**config.mk**
```make
export PLATFORM = sky130hd
export DESIGN_NAME = hazard_scoreboard
export DESIGN_NICKNAME = d
export VERILOG_FILES = /design/src/rtl/hazard_scoreboard.sv
export SDC_FILE = /design/constraint.sdc
export NUM_CORES = 1
export LEC_CHECK = 0
export CAP_MARGIN = 20
export CORE_MARGIN = 1
export CORE_UTILIZATION = 55
export DETAILED_ROUTE_END_ITERATION = 6
export PLACE_DENSITY = 0.87
export SLEW_MARGIN = 0
export SYNTH_ARGS = -nofsm -noshare
export SYNTH_HDL_FRONTEND = slang
export SYNTH_SLANG_ARGS = --single-unit
```
**constraint.sdc**
```tcl
create_clock -name Clk -period 7.2 [get_ports Clk]
set_input_delay 2.16 -clock Clk [delete_from_list [all_inputs] [get_ports Clk]]
set_output_delay 2.16 -clock Clk [all_outputs]
set_load 0.03 [all_outputs]
```
**src/rtl/hazard_scoreboard.sv**
```systemverilog
// hazard_scoreboard: issue controller between decode and execute.
// It keeps a countdown per destination register so decode can be held on
// read-after-write hazards. It squashes wrong-path slots after a taken branch
// and runs a drain/halt handshake.
// Optional feature macro: HAZARD_BYPASS_EN. When it is defined, an ALU result
// one cycle from writeback is taken from the forwarding path instead of
// stalling decode.
// Ports:
//   Clk, Rst            clock, asynchronous active-high reset
//   id_*                decoded instruction fields and control bits
//   branch_taken        EX resolved a taken branch
//   wb_valid, wb_rd     register-file write (completes a pending write early)
//   drain_req           level request to quiesce the pipeline
//   stall, issue, flush decode hold, advance to EX, squash IF/ID
//   drain_ack           pipeline empty while halted
//   busy_mask           per-register pending-write bits
//
// state  | meaning
// RUN    | normal issue, hazards stall decode
// FLUSH  | squashing wrong-path slots after a taken branch
// DRAIN  | no issue, waiting for all pending writes to retire
// HALTED | quiescent, drain_ack high until drain_req drops
module hazard_scoreboard #(
  parameter int NUM_REGS     = 32,
  parameter int LAT_ALU      = 3,
  parameter int LAT_LOAD     = 4,
  parameter int FLUSH_CYCLES = 2
) (
  input  logic                Clk,
  input  logic                Rst,
  input  logic                id_valid,
  input  logic [4:0]          id_rs,
  input  logic [4:0]          id_rt,
  input  logic                id_uses_rs,
  input  logic                id_uses_rt,
  input  logic [4:0]          id_dest,
  input  logic                id_regwrite,
  input  logic                id_memread,
  input  logic                branch_taken,
  input  logic                wb_valid,
  input  logic [4:0]          wb_rd,
  input  logic                drain_req,
  output logic                stall,
  output logic                issue,
  output logic                flush,
  output logic                drain_ack,
  output logic [NUM_REGS-1:0] busy_mask
);

  localparam int CNT_W = 3;

  typedef enum logic [1:0] {RUN, FLUSH, DRAIN, HALTED} state_t;

  state_t              state_q, state_d;
  logic [1:0]          fcnt_q, fcnt_d;
  logic [CNT_W-1:0]    cnt_q [NUM_REGS];
  logic [CNT_W-1:0]    cnt_d [NUM_REGS];
  logic [NUM_REGS-1:0] ld_q, ld_d;
  logic [NUM_REGS-1:0] hz_mask;
  logic                hz;

  always_comb begin
    busy_mask = '0;
    hz_mask   = '0;
    for (int r = 1; r < NUM_REGS; r++) begin
      busy_mask[r] = (cnt_q[r] != '0);
`ifdef HAZARD_BYPASS_EN
      // An ALU result one cycle from writeback is available on the forwarding path.
      hz_mask[r] = busy_mask[r] & ~((cnt_q[r] == CNT_W'(1)) & ~ld_q[r]);
`else
      hz_mask[r] = busy_mask[r];
`endif
    end
  end

  assign hz = (id_uses_rs & (id_rs != 5'd0) & hz_mask[id_rs]) |
              (id_uses_rt & (id_rt != 5'd0) & hz_mask[id_rt]);

  // Scoreboard update. An issue load overrides a same-cycle writeback.
  always_comb begin
    cnt_d[0] = '0;
    ld_d     = ld_q;
    ld_d[0]  = 1'b0;
    for (int r = 1; r < NUM_REGS; r++) begin
      cnt_d[r] = (cnt_q[r] != '0) ? cnt_q[r] - CNT_W'(1) : '0;
      if (wb_valid && (wb_rd == 5'(r)))
        cnt_d[r] = '0;
      if (issue && id_regwrite && (id_dest == 5'(r))) begin
        cnt_d[r] = id_memread ? CNT_W'(LAT_LOAD) : CNT_W'(LAT_ALU);
        ld_d[r]  = id_memread;
      end
    end
  end

  always_ff @(posedge Clk or posedge Rst) begin
    if (Rst) begin
      state_q <= RUN;
      fcnt_q  <= '0;
      ld_q    <= '0;
      for (int r = 0; r < NUM_REGS; r++) cnt_q[r] <= '0;
    end else begin
      state_q <= state_d;
      fcnt_q  <= fcnt_d;
      ld_q    <= ld_d;
      for (int r = 0; r < NUM_REGS; r++) cnt_q[r] <= cnt_d[r];
    end
  end

  // FLUSH lasts FLUSH_CYCLES cycles after the branch cycle. A branch seen
  // during FLUSH restarts that window.
  always_comb begin
    state_d = state_q;
    fcnt_d  = fcnt_q;
    unique case (state_q)
      RUN: begin
        if (branch_taken) begin
          state_d = FLUSH;
          fcnt_d  = 2'(FLUSH_CYCLES);
        end else if (drain_req) begin
          state_d = DRAIN;
        end
      end
      FLUSH: begin
        if (branch_taken) begin
          fcnt_d = 2'(FLUSH_CYCLES);
        end else begin
          fcnt_d = fcnt_q - 2'd1;
          if (fcnt_q <= 2'd1) state_d = RUN;
        end
      end
      DRAIN: begin
        if (busy_mask == '0) state_d = HALTED;
      end
      HALTED: begin
        if (!drain_req) state_d = RUN;
      end
      default: state_d = RUN;
    endcase
  end

  always_comb begin
    stall     = 1'b0;
    issue     = 1'b0;
    flush     = 1'b0;
    drain_ack = 1'b0;
    unique case (state_q)
      RUN: begin
        stall = id_valid & hz;
        issue = id_valid & ~hz & ~branch_taken;
        flush = branch_taken;
      end
      FLUSH: flush = 1'b1;
      DRAIN: begin
        stall = id_valid;
        flush = branch_taken;
      end
      HALTED: begin
        stall     = id_valid;
        drain_ack = 1'b1;
      end
      default: ;
    endcase
  end

endmodule

```
==> metrics.md, run 1 <==
| Metric | Value |
|---|---|
| Place WS | `177 ps` |
| M2 GR Usage | `51.1%` |
| CTS resizes | `0` |
| Area grow syn2layout | `16.9%` |
| Main flop type after synthesis | `dfrtp_1` |
| Crit path top cell by count | `clkdlybuf4s50_1` |
| Clock buffer depth | `2` |
| Placeable Area | `0.0110 mm^2` |
| Hold path depth | `2` |
| Crit Reg-Reg Startpoint | `cnt_q[88]` |
| Clock H-tree levels | `3` |
| WS Path Type | `primary input to primary output` |
| Placer congestion estimate | `0.964` |
| Worst Slack Setup Final | `147 ps` |
| GRT busiest layer | `met2` |
| Top post-synthesis cells by area | `dfrtp_1 38%, mux2_1 8.9%, mux2i_1 7.0%` |
| Pleak | `3.92 nW` |
| Hold Crit Class | `register to register` |
| Clk_skew | `10.5 ps` |
| Number of max-cap violations | `0` |
| Clock sink total | `97` |
| Synth warn | `0` |
| Post-synth EDFFs | `0` |
| Register bit count reported by yosys | `97` |
| Setup TNS | `0 ps` |
| Root buf cell | `clkbuf_16` |
| Status | `finished clean` |
| CTS tree | `yes` |
| Register area share after synthesis | `38.4%` |
| Worst-margin pin slew | `1060 ps` |
| R2R Setup Slk | `3900 ps` |
| Post-CTS setup buffers | `0` |
| Area post-placement | `0.00709 mm^2` |
| Layout cells sized above 1 | `11.9%` |
| Worst EP required | `5040 ps` |
| DRC viols | `0` |
| Skew-Pair Late Insertion Delay | `350 ps` |
| Mean post-synth cell area | `9.30 um^2` |
| Drt total wl | `17500 um` |
| Post-synth top area cell | `dfrtp_1` |
| Final instance area | `0.00738 mm^2` |
| Clock transition at path regs | `60 ps` |
| Grt met3 use | `7.59%` |
| Crit-path cells | `clkdlybuf4s50_1, inv_1, mux2_2, and3_1, nor4_1, o21ai_4, a21oi_1, o21a_1, clkdlybuf4s50_1` |
| Startpoint types | `primary input` |
| Hpwl dp | `12800 um` |
| CP Data Arrival Time | `4890 ps` |
| Die Wd | `109 um` |
| Drt pass-1 iters | `5` |
| Post-synth cell types | `53` |
| Peak fanout along the critical path | `4` |
| Core Rows | `38` |
| Fin. Hold Viols | `0` |
| Met1 Usage GRT | `37.7%` |
| Number of global-route vias before repair | `5695` |
| Post-synthesis cell area | `0.00631 mm^2` |
| Hold Startpoint | `cnt_q[65]` |
| Post-Syn Nets | `710` |
| Via Count | `5827` |
| Slew HR | `29.3%` |
| Clock buffer count from CTS | `9` |
| Nets | `765` |
| Slowest library cell on the worst path | `clkdlybuf4s50_1` |
| IO Count | `66` |
| Final Max Tran Viols | `0` |
| Reg2Reg Depth | `8` |
| Antenna diodes | `0` |
| Gr usage total | `30.9%` |
| Peak Freq | `142 MHz` |
| Synth top area share | `38.4%` |
| RSZ-0062 raised after global routing | `no` |
| Post-Syn Instances | `679` |
| DR WL/cell | `19.9 um` |
| Grt ovf | `0` |
| Period utilization | `98.0%` |
| Die Y | `109 um` |
| Die area | `0.0119 mm^2` |
| Final setup violation count | `0` |
| 1st-iter DRT viols | `459` |
| Total power per unit cell area | `232 mW/mm^2` |
| Async set or reset register ratio after synthesis | `100%` |
| Initial antenna violation count | `0` |
| CTS Hold Buffers Added | `0` |
| First-pass GRT wire length | `27800 um` |
| Final ANT Viol Nets | `0` |
| PortBufs | `64` |
| Vias/cell | `6.63` |
| Post-layout min period | `7050 ps` |
| Largest net degree at the start of global routing | `66` |
| Initial core utilization | `57.2%` |
| Crit. End Element | `primary output` |
| Worst setup path start | `id_rt[0]` |
| Max VDD drop | `0.172 mV` |
| CP max stage delay | `660 ps` |
## worst paths after layout
kind | endpoint
min in group asynchronous | cnt_q[77]
worst max-delay path | stall
max in group asynchronous | cnt_q[41]
worst min register to register | cnt_q[65]
worst max register to register | cnt_q[91]
worst min-delay path | cnt_q[65]
## layer usage
layer	wire [um]	vias up
li1	-	2610
met5	0	-
met2	8530	323
met3	1660	59
met4	640	0
met1	6690	2835
## final cells by class
cell class	instances	area (um^2)
Tap cell	140	175
Timing Repair Buffer	78	756
Inverter	38	144
Fill cell	835	3650
Clock inverter	4	26.3
Sequential cell	97	2430
Clock buffer	12	246
Multi-Input combinational cell	510	3600
## cells in the mapped netlist, types with 10 or more instances
cell      instances
a21oi_1          30
clkbuf_1         22
dfrtp_1          97
inv_1            33
mux2_1           50
mux2_2           10
mux2i_1          44
nand2_1          70
nand3_1          10
nand4_1          15
nand4_2          26
nor2_1           69
nor3_1           59
o221ai_1         30
## worst max-delay path: cells and delay by family
kind	cells	cell delay [ps]
AO/OA/AOI/OAI	3	480
buffers and inverters	3	1250
multiplexers	1	350
AND/OR/NAND/NOR	2	650
## stage by stage
| stage | hold WS [ps] | instances | total power, mW | utilization (%) |
|---|---|---|---|---|
| floorplan | 527 | 679 | 1.04 | - |
| global placement | 538 | 862 | 1.24 | 64.2 |
| detailed placement | 562 | 862 | 1.27 | 64.2 |
| CTS | 577 | 878 | 1.71 | 66.7 |
| global route | 598 | 879 | 1.79 | 66.9 |
| finish | 576 | 879 | 1.71 | 66.9 |
## layout by cell type, fill, tap and decap left out, types with 3 or more instances in the layout
master / instances
a21oi_1: 30
a22oi_1: 4
buf_4: 14
clkbuf_16: 9
clkdlybuf4s50_1: 63
clkinv_2: 3
dfrtp_1: 97
inv_1: 32
inv_2: 4
mux2_1: 50
mux2_2: 10
mux2i_1: 44
mux4_2: 4
nand2_1: 70
nand2b_1: 8
nand3_1: 10
nand3b_1: 3
nand4_1: 15
nand4_2: 26
nor2_1: 69
nor2b_1: 9
nor3_1: 59
nor3_2: 9
nor4_1: 3
o211ai_1: 3
o21ai_0: 9
o221ai_1: 30
o22ai_1: 5
o31ai_1: 3
or2_2: 3
xor2_1: 4
## state kept, by name, summed over array words and instances (netlist names)
signal   cells
cnt_q       93
fcnt_q       2
state_q      2
## power by group
| group | internal [mW] | leakage [nW] | switching [mW] |
|---|---|---|---|
| Clock | 0.244 | 0.133 | 0.204 |
| Combinational | 0.242 | 2.46 | 0.358 |
| Sequential | 0.598 | 1.33 | 0.0691 |
| Total | 1.08 | 3.92 | 0.631 |
## cell families after synthesis
group,count (synthesis),synth area share [%]
buffers and inverters,72,4.74
AND/OR/NAND/NOR,295,25.7
flip-flops,97,38.4
AO/OA/AOI/OAI,101,11.2
multiplexers,108,19.1
adder cells (fa/ha/maj),1,0.198
other,1,0.0594
XOR/XNOR,4,0.555
Power figures use the tool's default switching activity.
==> run 2: changes to the inputs <==
Settings changed: CORE_ASPECT_RATIO from default to 1.1.
==> metrics.md, run 2 (synthesized netlist as in run 1, its figures left out) <==
| Metric | Value |
|---|---|
| Flop pwr share | `37.2%` |
| CTS tree | `yes` |
| Root buf cell | `clkbuf_16` |
| Clock buffer depth | `2` |
| Fin. Hold Viols | `0` |
| Clock H-tree levels | `3` |
| WS Path Type | `primary input to primary output` |
| Layout cells sized above 1 | `11.5%` |
| Place WS | `520 ps` |
| Placeable Area | `0.0111 mm^2` |
| Final instance area | `0.00737 mm^2` |
| Crit Reg-Reg Startpoint | `cnt_q[47]` |
| PortBufs | `64` |
| CP Data Arrival Time | `4530 ps` |
| Period utilization | `92.9%` |
| Largest regs | `cnt_q x93, fcnt_q x2, state_q x2` |
| Antenna diodes | `0` |
| Post-layout min period | `6690 ps` |
| Final core utilization | `66.7%` |
| Pleak | `3.91 nW` |
| Largest Register | `cnt_q` |
| Net Sw Frac | `36.4%` |
| Finished Layout Cells | `879` |
| Clock buffer count from CTS | `9` |
| Hold Slack | `570 ps` |
| Max VDD drop | `0.170 mV` |
| Int Power | `1.14 mW` |
| Clock Power Share | `30.0%` |
| First-pass GRT wire length | `28600 um` |
| DR WL/cell | `20.3 um` |
| CTS Hold Buffers Added | `0` |
| Nets | `758` |
| Commonest non-fill, non-tap cell in the layout | `dfrtp_1` |
| Number of max-cap violations | `0` |
| Total power draw | `1.79 mW` |
| Initial antenna violation count | `0` |
| Post-CTS setup buffers | `0` |
| DRC viols | `0` |
| Final ANT Viol Nets | `0` |
| Number of global-route vias before repair | `5670` |
| IO Count | `66` |
| Hold Path End | `cnt_q[59]` |
| Skew-Pair Late Insertion Delay | `360 ps` |
| Worst r2r dst | `cnt_q[78]` |
| Clock sink total | `97` |
| Clk_skew | `7.70 ps` |
| R2R Setup Slk | `3790 ps` |
| CP max stage delay | `610 ps` |
| Crit-path cells | `clkdlybuf4s50_1, inv_1, mux2_2, and3_1, nor4_1, o21ai_4, a21oi_1, o21a_1, buf_4` |
| Worst EP required | `5040 ps` |
| Hold Startpoint | `cnt_q[59]` |
| Placer congestion estimate | `0.894` |
| Area grow syn2layout | `16.7%` |
| Startpoint types | `primary input` |
| Grt ovf | `0` |
| Core Rows | `40` |
| Most frequent cells in the layout | `97 x dfrtp_1, 70 x nand2_1, 69 x nor2_1, 62 x clkdlybuf4s50_1, 59 x nor3_1` |
| Die Wd | `104 um` |
| P_sw | `652 uW` |
| Largest net degree at the start of global routing | `62` |
| Peak fanout along the critical path | `9` |
| Worst Slack Setup Final | `508 ps` |
| Clock transition at path regs | `70 ps` |
| Setup TNS | `0 ps` |
| CTS resizes | `0` |
| Status | `finished clean` |
| Die Y | `114 um` |
| Via Count | `5800` |
| Vias/cell | `6.60` |
| Peak Freq | `149 MHz` |
| Hpwl dp | `12700 um` |
| Drt total wl | `17900 um` |
| Final Max Tran Viols | `0` |
| Slew HR | `23.7%` |
| Slowest library cell on the worst path | `clkdlybuf4s50_1` |
| 1st-iter DRT viols | `485` |
| Hold Crit Class | `register to register` |
| Area post-placement | `0.00705 mm^2` |
| Final setup violation count | `0` |
| Reg2Reg Depth | `8` |
| Placed cells | `863` |
| Initial core utilization | `57.1%` |
| Worst-margin pin slew | `1140 ps` |
| Die area | `0.0119 mm^2` |
| Total power per unit cell area | `243 mW/mm^2` |
| Max reg flops | `93` |
| Crit. End Element | `primary output` |
| Hold path depth | `2` |
| RSZ-0062 raised after global routing | `no` |
| Gr usage total | `30.8%` |
| Comb power frac | `32.8%` |
| Drt pass-1 iters | `5` |
run 2: cell count changes in the layout (fill, tap and decap cells not counted):
cell and delta:
buf_4 -5, bufinv_16 +2, clkbuf_1 -2, inv_6 +2
buf_12 -1, clkbuf_8 -1, clkdlybuf4s50_1 -1, clkinv_2 -1
run 2: layout make-up:
cell class	instances	area, um^2
fillers	852	3690
multi-input cells	510	3600
flip-flops and latches	97	2430
repair buffers	71	688
clock buffers	9	225
well taps	147	184
inverters	38	144
clock inverters	7	98.8
run 2: critical path, delay by kind of cell:
kind            cells  cell delay, ps
mux                 1             350
simple gates        2             630
compound gates      3             390
buf+inv             3             990
run 2: how the worst max path moves through the flow:
stage                        start  endpoint  slack (ps)  cells after the start
after CTS                 id_rt[0]     stall         510                      9
after global routing      id_rt[0]     stall         320                      9
after global placement    id_rt[0]     stall         560                      9
final                     id_rt[0]     stall         510                      9
after floorplan           id_rt[0]     stall        1130                      9
after detailed placement  id_rt[0]     stall         520                      9
run 2: power by group through the flow:
| stage | clock network, mW | registers [mW] | logic, mW |
|---|---|---|---|
| floorplan | 0 | 0.655 | 0.390 |
| global placement | 0 | 0.668 | 0.563 |
| CTS | 0.538 | 0.664 | 0.582 |
| detailed placement | 0 | 0.675 | 0.577 |
| global route | 0.561 | 0.677 | 0.630 |
| finish | 0.537 | 0.666 | 0.587 |
run 2: per-layer routing:
metal	wire (um)	GRT usage (%)	up-vias
li1	-	-	2605
met1	7150	39.4	2810
met2	8650	50.7	315
met3	1310	5.07	70
met4	747	16.3	0
met5	0	0	-
==> run 3: changes to the inputs <==
Settings changed: SLEW_MARGIN 0 to 5.
==> results of run 3 <==
Same layout as run 2: the final DEF is identical, and so are final timing and power.
